## src/rtl/cache_control.sv

```systemverilog
// Controller FSM for a 2-way, 8-set, 128-bit-line cache: hit/miss decision, dirty writeback, line fill.
// Hit completes in 1 cycle; misses wait on pmem_resp; saturating hit/miss/writeback counters.
module cache_control #(
    parameter int CNT_WIDTH = 16
) (
    input  logic                 clk,
    input  logic                 reset,
    input  logic                 mem_read,
    input  logic                 mem_write,
    output logic                 mem_resp,
    output logic                 pmem_read,
    output logic                 pmem_write,
    input  logic                 pmem_resp,
    output logic                 pmem_addr_sel,
    input  logic                 dp_hit,
    input  logic                 dp_dirty,
    output logic                 dp_write_enable,
    output logic                 dp_control_load,
    output logic                 dp_lru_load,
    output logic                 dp_data_sel,
    output logic [CNT_WIDTH-1:0] hit_count,
    output logic [CNT_WIDTH-1:0] miss_count,
    output logic [CNT_WIDTH-1:0] wb_count
);

    typedef enum logic [1:0] {
        S_COMPARE   = 2'd0,
        S_WRITEBACK = 2'd1,
        S_ALLOCATE  = 2'd2
    } state_t;

    state_t               state_q, state_d;
    logic                 miss_seen_q, miss_seen_d;
    logic [CNT_WIDTH-1:0] hit_count_q, hit_count_d;
    logic [CNT_WIDTH-1:0] miss_count_q, miss_count_d;
    logic [CNT_WIDTH-1:0] wb_count_q, wb_count_d;
    logic                 req;
    logic                 hit_inc, miss_inc, wb_inc;

    assign req = mem_read | mem_write;

    always_comb begin
        state_d         = state_q;
        miss_seen_d     = miss_seen_q;
        hit_inc         = 1'b0;
        miss_inc        = 1'b0;
        wb_inc          = 1'b0;
        mem_resp        = 1'b0;
        pmem_read       = 1'b0;
        pmem_write      = 1'b0;
        pmem_addr_sel   = 1'b0;
        dp_write_enable = 1'b0;
        dp_control_load = 1'b0;
        dp_lru_load     = 1'b0;
        dp_data_sel     = 1'b0;

        case (state_q)
            S_COMPARE: begin
                if (req && dp_hit) begin
                    mem_resp        = 1'b1;
                    dp_lru_load     = 1'b1;
                    dp_write_enable = mem_write;
                    // The hit that retires a miss is not counted as a hit.
                    hit_inc         = !miss_seen_q;
                    miss_seen_d     = 1'b0;
                end else if (req) begin
                    miss_inc    = 1'b1;
                    miss_seen_d = 1'b1;
                    state_d     = dp_dirty ? S_WRITEBACK : S_ALLOCATE;
                end
            end
            S_WRITEBACK: begin
                pmem_write    = 1'b1;
                pmem_addr_sel = 1'b1;
                if (pmem_resp) begin
                    wb_inc  = 1'b1;
                    state_d = S_ALLOCATE;
                end
            end
            S_ALLOCATE: begin
                pmem_read   = 1'b1;
                dp_data_sel = 1'b1;
                if (pmem_resp) begin
                    dp_control_load = 1'b1;
                    state_d         = S_COMPARE;
                end
            end
            default: state_d = S_COMPARE;
        endcase

        // Outputs drop combinationally while reset is held, not just after the next edge.
        if (reset) begin
            mem_resp        = 1'b0;
            pmem_read       = 1'b0;
            pmem_write      = 1'b0;
            pmem_addr_sel   = 1'b0;
            dp_write_enable = 1'b0;
            dp_control_load = 1'b0;
            dp_lru_load     = 1'b0;
            dp_data_sel     = 1'b0;
        end

        hit_count_d  = (hit_inc  && hit_count_q  != '1) ? hit_count_q  + CNT_WIDTH'(1) : hit_count_q;
        miss_count_d = (miss_inc && miss_count_q != '1) ? miss_count_q + CNT_WIDTH'(1) : miss_count_q;
        wb_count_d   = (wb_inc   && wb_count_q   != '1) ? wb_count_q   + CNT_WIDTH'(1) : wb_count_q;
    end

    always_ff @(posedge clk or posedge reset) begin
        if (reset) begin
            state_q      <= S_COMPARE;
            miss_seen_q  <= 1'b0;
            hit_count_q  <= '0;
            miss_count_q <= '0;
            wb_count_q   <= '0;
        end else begin
            state_q      <= state_d;
            miss_seen_q  <= miss_seen_d;
            hit_count_q  <= hit_count_d;
            miss_count_q <= miss_count_d;
            wb_count_q   <= wb_count_d;
        end
    end

    assign hit_count  = hit_count_q;
    assign miss_count = miss_count_q;
    assign wb_count   = wb_count_q;

endmodule

```

## config.mk

```make
export PLATFORM = sky130hd
export DESIGN_NAME = cache_control
export DESIGN_NICKNAME = d
export VERILOG_FILES = /design/src/rtl/cache_control.sv
export SDC_FILE = /design/constraint.sdc
export NUM_CORES = 1
export LEC_CHECK = 0
export ABC_AREA = 0
export BUFFER_PORTS_ARGS = -buffer_cell sky130_fd_sc_hd__buf_2
export CORE_ASPECT_RATIO = 1.25
export CORE_MARGIN = 3
export CORE_UTILIZATION = 36
export DETAILED_ROUTE_END_ITERATION = 8
export PLACE_DENSITY = 0.58
export SLEW_MARGIN = 0
export SYNTH_ARGS = -nofsm -noshare
export SYNTH_HDL_FRONTEND = slang
export SYNTH_SLANG_ARGS = --single-unit
```

## constraint.sdc

```tcl
create_clock -name clk -period 2.8 [get_ports clk]
set_input_delay 0.14 -clock clk [delete_from_list [all_inputs] [get_ports clk]]
set_output_delay 0.14 -clock clk [all_outputs]
set_load 0.03 [all_outputs]
```

# Yosys cells after proc, flatten, opt, wreduce, memory -nomap -nowiden
# Index checks and enable logic that the tools add are counted.
word_totals:
  ff_bits: 51
  input_bits: 7
op_classes:
  add_sub_neg: 3
  eq_ne: 9
  n_mux: 27
  n_bitwise: 1
  reduce_logical: 9
ops:
  columns: ["cell", "count"]
  rows:
  - ["$add A16 B1 Y16 const B", 3]
  - ["$ne A16 B16 Y1 const B", 3]
  - ["$mux W1", 21]
  - ["$mux W2", 5]
  - ["$ne A2 B2 Y1 const B", 4]
  - ["$pmux W2 S3", 1]
  - ["$logic_and A1 B1 Y1", 4]
  - ["$reduce_and A4 Y1", 1]
  - ["$eq A2 B1 Y1 const B", 1]
  - ["$eq A2 B2 Y1 const B", 1]
  - ["$logic_not A2 Y1", 1]
  - ["$reduce_and A2 Y1", 1]
  - ["$reduce_bool A2 Y1", 1]
  - ["$logic_not A1 Y1", 1]
  - ["$or A1 B1 Y1", 1]

# Depth between registers and ports, before layout
# Gate-level depths: netlist of run 1.
logic_depth:
  depth_word: 5
  ltp_mapped: 7
  mapped_depth_nobuf: 6

# Worst setup path before layout of run 1
# OpenSTA, ideal clock, no wires.
synth_path:
  path_kind: "register to output"
  from: "register state_q[1]"
  to: "output dp_write_enable"
  arrival_time_ns: 2.292
  path_slack_ns: 0.368
  path_stages_with_launch: 4
  path_cell_list: "dfrtp_1 -> or2_4 -> nor4b_1 -> and2_1"
synth_via:
  elab_chain_len: 3
synth_lines:
  columns: ["element", "line_no", "source"]
  rows:
  - ["from (decl)", "32", "state_t state_q, state_d;"]
  - ["from (signal assigned)", "116", "state_q <= state_d;"]
  - ["$logic_not A2 Y1", "57", "case (state_q)"]
  - ["$mux W1", "57", null]
  - ["$mux W1", "92", "if (reset) begin"]
  - ["to (decl)", "17", "output logic dp_write_enable,"]
# No other way between the ends.

# Worst setup path after layout of run 1
layout_path:
  from: "register state_q[1]"
  to: "register hit_count_q[13], in the netlist hit_count[13]"
layout_via:
  elab_chain_len: 3
layout_lines:
  columns: ["element", "line_no", "source"]
  rows:
  - ["$logic_not A2 Y1", "57", null]
  - ["$mux W1", "57", null]
  - ["$logic_and A1 B1 Y1", "103", "hit_count_d = (hit_inc && hit_count_q != '1) ? hit_count_q + CNT_WIDTH'(1) : hit_count_q;"]
  - ["to (signal assigned)", "118", "hit_count_q <= hit_count_d;"]
  - ["to (decl)", "34", "logic [CNT_WIDTH-1:0] hit_count_q, hit_count_d;"]
# No other way between the ends.
# A chain may end at the register's enable or synchronous reset.

==> results of run 1 <==
logic make-up after synthesis:
family          synth area share
simple gates               0.241
compound gates            0.0506
xor+xnor                   0.130
buf+inv                   0.0256
mux                       0.0266
fa+ha+maj                 0.0150
flops                      0.511
cell type report:
type	count	share of cell area
Sequential cell	51	0.429
Multi-Input combinational cell	165	0.389
Timing Repair Buffer	62	0.104
Tap cell	87	0.0366
Clock buffer	5	0.0231
Inverter	10	0.0126
Clock inverter	3	0.00505
power groups by stage:
stage / logic, mW / registers, mW / clock network (mW)
after floorplan: 0.302 / 1.26 / 0
after global placement: 0.733 / 1.04 / 0
after detailed placement: 0.743 / 1.05 / 0
after CTS: 0.745 / 1.04 / 0.436
after global routing: 0.791 / 1.06 / 0.464
final: 0.730 / 1.03 / 0.409
placed cells by master, fill, tap and decap left out, types with 2 or more instances in the layout:
cell type	instances
buf_2	62
dfrtp_1	51
nand4_1	21
xnor2_1	21
nor2_1	17
nand3_1	17
xor2_1	16
nand2_1	13
nor3_1	9
inv_1	9
a21oi_1	7
clkbuf_8	5
mux2_1	3
and2_1	3
nor4_4	3
nand2b_1	3
ha_1	3
clkinv_2	3
and3_1	2
nor4b_1	2
o21ai_0	2
nor3b_1	2
mux2_2	2
metal layers:
metal,GRT usage,up-vias,routed length (µm)
li1,-,944,-
met1,0.180,938,2280
met4,0.0429,0,66
met5,0,-,0
met2,0.217,44,2510
met3,0.0408,6,308
metrics by stage:
stage                     std cells  power (mW)
final                           383        2.17
after global routing            383        2.32
after CTS                       383        2.22
after detailed placement        375        1.79
after global placement          375        1.77
after floorplan                 230        1.57
registers in the layout, summed over array words and instances, names as in the netlist:
signal	count
miss_count	16
hit_count	16
wb_count	16
miss_seen_q	1
state_q	2
worst max-delay path, delay by kind of cell, from the launching register on:
family,cells,cell delay [ps]
flops,1,420
simple gates,4,1370
xor+xnor,1,140
worst min path at each step:
stage	startpoint	to	slack [ps]	cells after the start
6_report	dp_dirty	state_q[1]	50	2
5_1_grt	dp_dirty	state_q[1]	40	2
4_1_cts	dp_dirty	state_q[1]	40	2
3_5_place_dp	dp_dirty	state_q[1]	380	2
3_3_place_gp	dp_dirty	state_q[1]	370	2
2_1_floorplan	pmem_resp	state_q[0]	250	1
==> out/results.tsv, run 1 <==
stage	metric	value	unit
floorplan	die height	99.1	µm
synthesis	ys async rst share	1.00	
worst_setup_path	FF-to-FF setup slack	760	ps
timing	Final setup viols	0	
placed_design	post-place setup slack	758	ps
pwr	Gate power share	0.336	
clocking	post_cts resized	0	
worst_setup_path	CP max-delay cell	or4b_4	
timing	final worst slack	759	ps
clocking	H-tree depth	2	
placed_design	IO buf count	62	
final_layout	fraction of layout cells with a size suffix above 1	0.280	
detailed_routing	final wirelength	5.17	mm
floorplan	Core Region	6650	µm²
final_layout	Nets	305	
timing	Slew HR	0.306	
global_route	largest net degree at the start of global routing	52	
synthesis	synthesized flop and latch total	51	
worst_setup_path	R2R Path End	hit_count[13]	
worst_setup_path	kind of critical path	flop to flop	
final_layout	filler cell count in the final layout	643	
detailed_routing	Initial DRC Count	58	
detailed_routing	first drt pass iteration count	4	
placed_design	GPL Wtd Cong	0.803	
clocking	CTS Hold Buffers Added	0	
worst_setup_path	Reg2Reg Launch Point	state_q[1]	
global_route	first-pass GRT wire length	8.61	mm
final_layout	Register Area	1280	µm²
clocking	CTS Sinks	51	
detailed_routing	Vias	1932	
placed_design	Final HPWL DP	3.95	mm
timing	Final min period	2040	ps
pwr	switching share of power	0.410	
run_status	status	finished clean	
clocking	latest clock arrival within the worst-skew pair	300	ps
synthesis	most frequent cells after synthesis	dfrtp_1, nand4_1, xnor2_1, nand3_1, nor2_1	
pwr	Clock power frac	0.188	
global_route	vias in the first global route	1780	
worst_setup_path	cells on worst reg2reg path	5	
worst_setup_path	crit path DAT	2230	ps
pwr	worst vdd ir	0.000419	V
detailed_routing	via density per instance	5.04	
detailed_routing	Post-DRT Antenna Nets	0	
floorplan	cell row count	33	
floorplan	Die Wd	80.5	µm
timing	Fin. Hold Viols	0	
final_layout	Multi-input gate area	1160	µm²
synthesis	Most used DFF post-synth	dfrtp_1	
global_route	Global Route Usage Sum	0.137	
worst_setup_path	startpoint types	flop	
timing	Min Hold Slack	49.8	ps
pwr	Seq pwr share	0.475	
timing	Tcrit/Tclk final	0.729	
detailed_routing	detailed-route wire length per cell	13.5	µm
job	max_cap viols	0	
floorplan	Top Ports	63	
synthesis	Yosys cell types	41	
final_layout	ant diodes	0	
synthesis	dominant cell type by area after synthesis	dfrtp_1	
synthesis	Mean Syn Cell Area	10.9	µm²
clocking	Num CTS Buffers	5	
placed_design	Area after DPL	2890	µm²
floorplan	Initial Util	0.375	
timing	Final Skew	7.27	ps
timing	Worst-Margin Slew	1040	ps
timing	Fmax achieved	490	MHz
worst_setup_path	max incr delay on CP	560	ps
timing	Final Max Slew Viols	0	
synthesis	syn nets	240	
synthesis	Post-Syn Instances	230	
clocking	setup repair bufs after CTS	0	
pwr	Int Power	1.28	mW
synthesis	number of synthesized flops with an enable pin	0	
timing	setup TNS after final layout	0	ps
synthesis	Post-Syn Area	2500	µm²
worst_setup_path	CP endpoint	hit_count[13]	
clocking	CTS root buf	clkbuf_8	
synthesis	yosys warns	0	
pwr	Leak Pwr	1.44	nW
global_route	antenna violations before repair	0	
final_layout	Design Area, Final	2970	µm²
hold_path	hold crit path type	input port to flop	
clocking	CTS tree	done	
worst_setup_path	Required @ worst endpoint	2990	ps
worst_setup_path	Critical Path Fanout Max	5	
timing	unrepaired setup endpoints after global routing	false	
synthesis	sequential area share after synthesis	0.511	
synthesis	area share of the largest cell type after synthesis	0.511	
pwr	Net Switching	890	µW
worst_setup_path	Crit. End Element	flop	
detailed_routing	DRC errors left	0	
final_layout	area grow syn2layout	19.1	%
global_route	GRT overflow	0	
floorplan	Die Area	7980	µm²
synthesis	synth top area cells	dfrtp_1, xnor2_1, xor2_1, nand4_1, nand3_1	
clocking	CTS max path bufs	2	
synthesis	cell with the most instances after synthesis	dfrtp_1	
clocking	Worst-path clk slew	90	ps
final_layout	Core Util, Final	0.447	
worst_setup_path	Worst Setup SP	state_q[1]	
pwr	Power Density	730	nW/µm²
worst_setup_path	CP Cell Sequence	or2_4, or4b_4, nor4_4, nand4_1, xnor2_1	
Power figures use the tool's default switching activity.
==> inputs of run 2 (changes only) <==
==> constraint.sdc (replaced) <==
create_clock -name clk -period 1.9 [get_ports clk]
set_input_delay 0.095 -clock clk [delete_from_list [all_inputs] [get_ports clk]]
set_output_delay 0.095 -clock clk [all_outputs]
set_load 0.03 [all_outputs]
==> run 2 against run 1 <==
Against the previous run:
- via count increased by 2.5%
- design area increased by 11%
- combinational power increased by 75%
- die area unchanged
- the run now ends with setup timing left
- clock power increased by 83%
- routed wire length increased by 5.7%
- final cell count increased by 5.7%
- first-iteration DRC count decreased by 29%
- fmax increased by 3.5%
- setup slack got worse by 830 ps
- sequential power increased by 44%
==> out/results.tsv, run 2 (same netlist as run 1, synthesis figures left out) <==
stage	metric	value	unit	change
final_layout	Nets	327		+7.2%
global_route	Global Route Usage Sum	0.142		+0.00463
detailed_routing	Post-DRT Antenna Nets	0		unchanged
placed_design	post-place setup slack	-12.0	ps	-770 ps
floorplan	Core Region	6650	µm²	unchanged
detailed_routing	via density per instance	4.89		-3.0%
final_layout	ant diodes	0		unchanged
worst_setup_path	Crit. End Element	flop		
global_route	vias in the first global route	1872		+5.2%
detailed_routing	detailed-route wire length per cell	13.5	µm	about the same
job	max_cap viols	0		unchanged
clocking	Num CTS Buffers	5		unchanged
timing	Fin. Hold Viols	0		unchanged
clocking	CTS tree	done		
placed_design	dpl cells	391		+4.3%
timing	Worst-Margin Slew	722	ps	-318 ps
placed_design	GPL Wtd Cong	0.810		+0.90%
worst_setup_path	CP Cell Sequence	or2_4, or4b_4, a31oi_4, nor3b_4, xor2_1		
worst_setup_path	Critical Path Fanout Max	8		+3
worst_setup_path	max incr delay on CP	570	ps	about the same
final_layout	filler cell count in the final layout	638		-0.78%
final_layout	most frequent cells in the layout	buf_2, dfrtp_1, nand4_1, xnor2_1, buf_4		
placed_design	Final HPWL DP	4.06	mm	+2.8%
worst_setup_path	Required @ worst endpoint	2130	ps	-860 ps
timing	setup TNS after final layout	-162	ps	-162 ps
hold_path	hold crit path type	input port to flop		
timing	Min Hold Slack	263	ps	+213 ps
clocking	CTS Sinks	51		unchanged
placed_design	IO buf count	62		unchanged
final_layout	fraction of layout cells with a size suffix above 1	0.352		+0.0718
clocking	CTS root buf	clkbuf_8		
floorplan	Top Ports	63		unchanged
clocking	CTS max path bufs	2		unchanged
detailed_routing	DRC errors left	0		unchanged
final_layout	final non-filler cell total	405		+5.7%
timing	unrepaired setup endpoints after global routing	true		
timing	Final min period	1970	ps	-68.4 ps
floorplan	die height	99.1	µm	unchanged
global_route	largest net degree at the start of global routing	36		-31%
floorplan	Initial Util	0.375		unchanged
worst_setup_path	CP max-delay cell	or4b_4		
pwr	Leak Pwr	1.61	nW	+12%
floorplan	Die Wd	80.5	µm	unchanged
final_layout	Core Util, Final	0.496		+0.0484
pwr	Power, Total	3.51	mW	+62%
final_layout	commonest non-fill, non-tap cell in the layout	buf_2		
final_layout	Design Area, Final	3290	µm²	+11%
floorplan	Die Area	7980	µm²	unchanged
worst_setup_path	kind of critical path	flop to flop		
final_layout	area grow syn2layout	32.0	%	
global_route	first-pass GRT wire length	8.92	mm	+3.6%
placed_design	Area after DPL	3030	µm²	+4.8%
pwr	Power Density	1070	nW/µm²	+46%
worst_setup_path	crit path DAT	2200	ps	-30 ps
clocking	Worst-path clk slew	100	ps	about the same
global_route	GRT overflow	0		unchanged
clocking	latest clock arrival within the worst-skew pair	310	ps	about the same
timing	Tcrit/Tclk final	1.04		+0.309
timing	Fmax achieved	507	MHz	+3.5%
detailed_routing	Vias	1981		+2.5%
timing	Slew HR	0.518		+0.212
timing	final worst slack	-72.6	ps	-832 ps
floorplan	cell row count	33		unchanged
global_route	antenna violations before repair	0		unchanged
timing	Final setup viols	4		+4
timing	Final Max Slew Viols	0		unchanged
run_status	failing checks	setup timing		
detailed_routing	first drt pass iteration count	4		unchanged
detailed_routing	Initial DRC Count	41		-29%
timing	Final Skew	13.7	ps	+6.39 ps
run_status	status	complete, but fails checks		
detailed_routing	final wirelength	5.46	mm	+5.7%
pwr	worst vdd ir	0.00103	V	+150%
worst_setup_path	startpoint types	flop		
clocking	H-tree depth	2		unchanged
-- run 2: changes by cell type in the layout (fill, tap and decap cells not counted), sizes merged --
cell,previous run,this run
buf,62,79
clkbuf,5,8
clkinv,3,0
dlygate4sd3,0,3
bufinv,0,1
clkinvlp,0,1
-- run 2: layout make-up --
cell class              instances  area, µm²  share of cell area
well taps                      87        109              0.0330
clock inverters                 2       37.5              0.0114
flip-flops and latches         51       1280               0.388
clock buffers                   6       72.6              0.0220
inverters                      10       37.5              0.0114
multi-input cells             165       1260               0.383
repair buffers                 84        498               0.151
-- run 2: final timing paths --
check,startpoint,end,slack (ps),depth (start not counted)
worst max-delay path,state_q[1],hit_count[5],-70,5
worst min-delay path,mem_read,miss_seen_q,260,4
worst max register to register,state_q[1],hit_count[5],-70,5
worst min register to register,hit_count[5],hit_count[5],490,1
max in group asynchronous,reset,wb_count[4],780,4
min in group asynchronous,reset,hit_count[10],500,3
-- run 2: layer usage --
layer / track usage / share of wire
met5: 0 / 0
met4: 0.0468 / 0.013
met3: 0.0308 / 0.043
met2: 0.235 / 0.50
met1: 0.183 / 0.44
-- run 2: power breakdown --
part	internal [mW]	switching, mW
combinational	0.463	0.814
sequential	1.28	0.200
clock	0.393	0.357
-- run 2: timing repair --
item | 4_1_cts | 5_1_grt
setup endpoints to repair | 5 | 20
endpoints found under the hold margin | 31 | 0
buffers inserted | 1 | 2
pin swaps | 1 | 7
hold buffers | 3 | 0
resized for setup | 2 | 18
-- run 2: worst max-delay path, delay by kind of cell (launching register included) --
kind | cells | cell delay, ps
AOI/OAI and AO/OA | 1 | 290
xor gates and xnor gates | 1 | 150
DFF | 1 | 390
and+or+nand+nor | 3 | 1060
==> inputs of run 3 (changes only) <==
--- a/config.mk
+++ b/config.mk
@@ -9,9 +9,9 @@
 export BUFFER_PORTS_ARGS = -buffer_cell sky130_fd_sc_hd__buf_2
 export CORE_ASPECT_RATIO = 1.25
 export CORE_MARGIN = 3
-export CORE_UTILIZATION = 36
+export CORE_UTILIZATION = 45
 export DETAILED_ROUTE_END_ITERATION = 8
-export PLACE_DENSITY = 0.58
+export PLACE_DENSITY = 0.69
 export SLEW_MARGIN = 0
 export SYNTH_ARGS = -nofsm -noshare
 export SYNTH_HDL_FRONTEND = slang
==> run 3 against run 2 <==
Against the previous run:
- the run still ends with setup timing left
- flip-flop and latch count is the same
- utilization grew 12 points
- largest cell class unchanged
- sequential share of layout area grew 1.3 points
- register-to-register slack gained 20 ps
- largest power group unchanged
- sequential power is essentially flat
- die area shrank 19%
==> out/results.tsv, run 3 (same netlist as run 1, synthesis figures left out) <==
stage	metric	value	unit	change
detailed_routing	Post-DRT Antenna Nets	0		unchanged
job	max_cap viols	0		unchanged
pwr	Power Density	1040	nW/µm²	-2.1%
timing	final worst slack	-57.0	ps	+15.6 ps
clocking	Num CTS Buffers	5		unchanged
detailed_routing	final wirelength	5.41	mm	-0.92%
floorplan	Die Area	6480	µm²	-19%
global_route	largest net degree at the start of global routing	28		-22%
worst_setup_path	CP max-delay cell	or4b_4		
worst_setup_path	Critical Path Fanout Max	8		unchanged
detailed_routing	first drt pass iteration count	5		+1
worst_setup_path	cells on worst reg2reg path	4		-1
final_layout	Core Util, Final	0.611		+0.115
final_layout	Nets	328		+0.31%
placed_design	Final HPWL DP	4.02	mm	-0.97%
hold_path	hold crit path type	input port to flop		
floorplan	Core Region	5230	µm²	-21%
detailed_routing	Initial DRC Count	108		+160%
pwr	Leak Pwr	1.58	nW	-1.8%
final_layout	Multi-input gate area	1230	µm²	-2.7%
final_layout	filler cell count in the final layout	470		-26%
final_layout	Register Area	1280	µm²	unchanged
timing	unrepaired setup endpoints after global routing	true		
final_layout	area grow syn2layout	27.8	%	
worst_setup_path	Crit. End Element	flop		
floorplan	cell row count	29		-12%
timing	Tcrit/Tclk final	1.03		-0.00823
timing	Fmax achieved	511	MHz	+0.80%
hold_path	WHS Path Cells	2		-2
placed_design	GPL Wtd Cong	0.752		-7.1%
floorplan	Top Ports	63		unchanged
worst_setup_path	max incr delay on CP	560	ps	about the same
pwr	worst vdd ir	0.000609	V	-41%
global_route	first-pass GRT wire length	9.24	mm	+3.6%
global_route	antenna violations before repair	0		unchanged
detailed_routing	wl on met1	2.35	mm	-1.9%
detailed_routing	met3 WL	307	µm	+30%
timing	Min Hold Slack	21.8	ps	-241 ps
floorplan	Initial Util	0.478		+0.102
worst_setup_path	Required @ worst endpoint	2080	ps	-50 ps
detailed_routing	met2 wire len	2.68	mm	-2.8%
run_status	failing checks	setup timing		
final_layout	fraction of layout cells with a size suffix above 1	0.352		unchanged
timing	Final Max Slew Viols	0		unchanged
clocking	CTS max path bufs	2		unchanged
worst_setup_path	FF-to-FF setup slack	-60	ps	+20 ps
timing	Slew HR	0.618		+0.0996
final_layout	Design Area, Final	3190	µm²	-3.2%
worst_setup_path	WP buf/inv	0		unchanged
worst_setup_path	crit path DAT	2140	ps	-60 ps
detailed_routing	Top Layer Used	met4		
pwr	Int Power	1.99	mW	-6.9%
clocking	CTS Sinks	51		unchanged
global_route	Global Route Usage Sum	0.179		+0.0372
floorplan	Die Wd	72.6	µm	-9.8%
timing	Final Skew	6.64	ps	-7.03 ps
worst_setup_path	CP Cell Sequence	or2_4, or4b_4, a31oi_4, mux2_1		
clocking	CTS root buf	clkbuf_8		
clocking	Worst-path clk slew	80	ps	-20 ps
pwr	switching share of power	0.402		+0.0111
timing	Final setup viols	4		unchanged
worst_setup_path	Reg2Reg Launch Point	state_q[1]		
worst_setup_path	R2R Path End	hit_count[1]		
pwr	Seq pwr share	0.449		+0.026
global_route	GRT overflow	0		unchanged
timing	Final min period	1960	ps	-15.6 ps
placed_design	IO buf count	62		unchanged
hold_path	hold endpoint	state_q[1]		
final_layout	ant diodes	0		unchanged
clocking	latest clock arrival within the worst-skew pair	300	ps	about the same
pwr	Net Switching	1.34	mW	-2.5%
final_layout	most frequent cells in the layout	buf_2, dfrtp_1, nand4_1, xnor2_1, buf_4		
timing	Fin. Hold Viols	0		unchanged
detailed_routing	detailed-route wire length per cell	14.2	µm	+5.6%
placed_design	Area after DPL	3010	µm²	-0.54%
detailed_routing	DRC errors left	0		unchanged
clocking	CTS tree	done		
worst_setup_path	Top delay family on crit path	simple AND/OR/NAND/NOR gates		
pwr	Gate power share	0.377		+0.013
hold_path	Hold Crit Start	dp_dirty		
run_status	status	complete, but fails checks		
detailed_routing	Vias	2018		+1.9%
worst_setup_path	startpoint types	flop		
worst_setup_path	kind of critical path	flop to flop		
detailed_routing	via density per instance	5.31		+8.6%
clocking	H-tree depth	2		unchanged
final_layout	commonest non-fill, non-tap cell in the layout	buf_2		
floorplan	die height	89.3	µm	-9.9%
timing	Worst-Margin Slew	573	ps	-149 ps
global_route	vias in the first global route	1965		+5.0%
pwr	Clock power frac	0.174		-0.040
-- run 3: cell count changes in the layout (fill, tap and decap cells not counted), moves of 2 or more --
cell / previous run / this run
clkbuf_4: 2 / 0
dlygate4sd3_1: 3 / 1
buf_2: 59 / 62
buf_4: 18 / 20
-- run 3: how the worst max path moves through the flow --
| stage | from | endpoint | slack [ps] | cells past startpoint |
|---|---|---|---|---|
| final | state_q[1] | hit_count[1] | -60 | 4 |
| after global routing | state_q[1] | hit_count[7] | -120 | 5 |
| after CTS | state_q[1] | hit_count[1] | -60 | 4 |
| after detailed placement | state_q[1] | hit_count[1] | -50 | 4 |
| after global placement | state_q[1] | hit_count[1] | -3 | 4 |
| after floorplan | state_q[1] | hit_count[1] | -9 | 4 |
-- run 3: through the flow --
step	setup WS [ps]	std cells	setup TNS [ps]	power, mW
after floorplan	-8.73	230	-8.73	2.31
after global placement	-2.82	368	-2.82	2.71
after detailed placement	-49.2	368	-142	2.75
after CTS	-62.2	376	-138	3.34
after global routing	-117	380	-1080	3.54
final	-57.0	380	-147	3.33
-- run 3: area by class of cell --
class / instances / share of cell area
multi-input combinational: 165 / 0.385
tap: 62 / 0.0243
clock buffer: 7 / 0.0239
timing repair buffer: 85 / 0.155
inverter: 10 / 0.0118
sequential: 51 / 0.400
-- run 3: power by group through the flow --
stage	combinational, mW	sequential (mW)	clock [mW]
6_report	1.25	1.49	0.580
5_1_grt	1.35	1.54	0.650
4_1_cts	1.24	1.49	0.610
3_5_place_dp	1.23	1.51	0
3_3_place_gp	1.21	1.51	0
2_1_floorplan	0.449	1.87	0
-- run 3: what timing repair did --
item / CTS / global route
hold endpoints to repair: 24 / 0
buffers inserted: 0 / 4
endpoints found under the setup margin: 6 / 19
hold buffers: 1 / 0
resized for setup: 2 / 9
pin swaps: 1 / 7
-- run 3: routing by layer --
layer  global-route usage  vias to the layer above
li1                     -                      978
met1                0.240                      977
met2                0.300                       55
met3               0.0349                        8
met4               0.0403                        0
met5                    0                        -
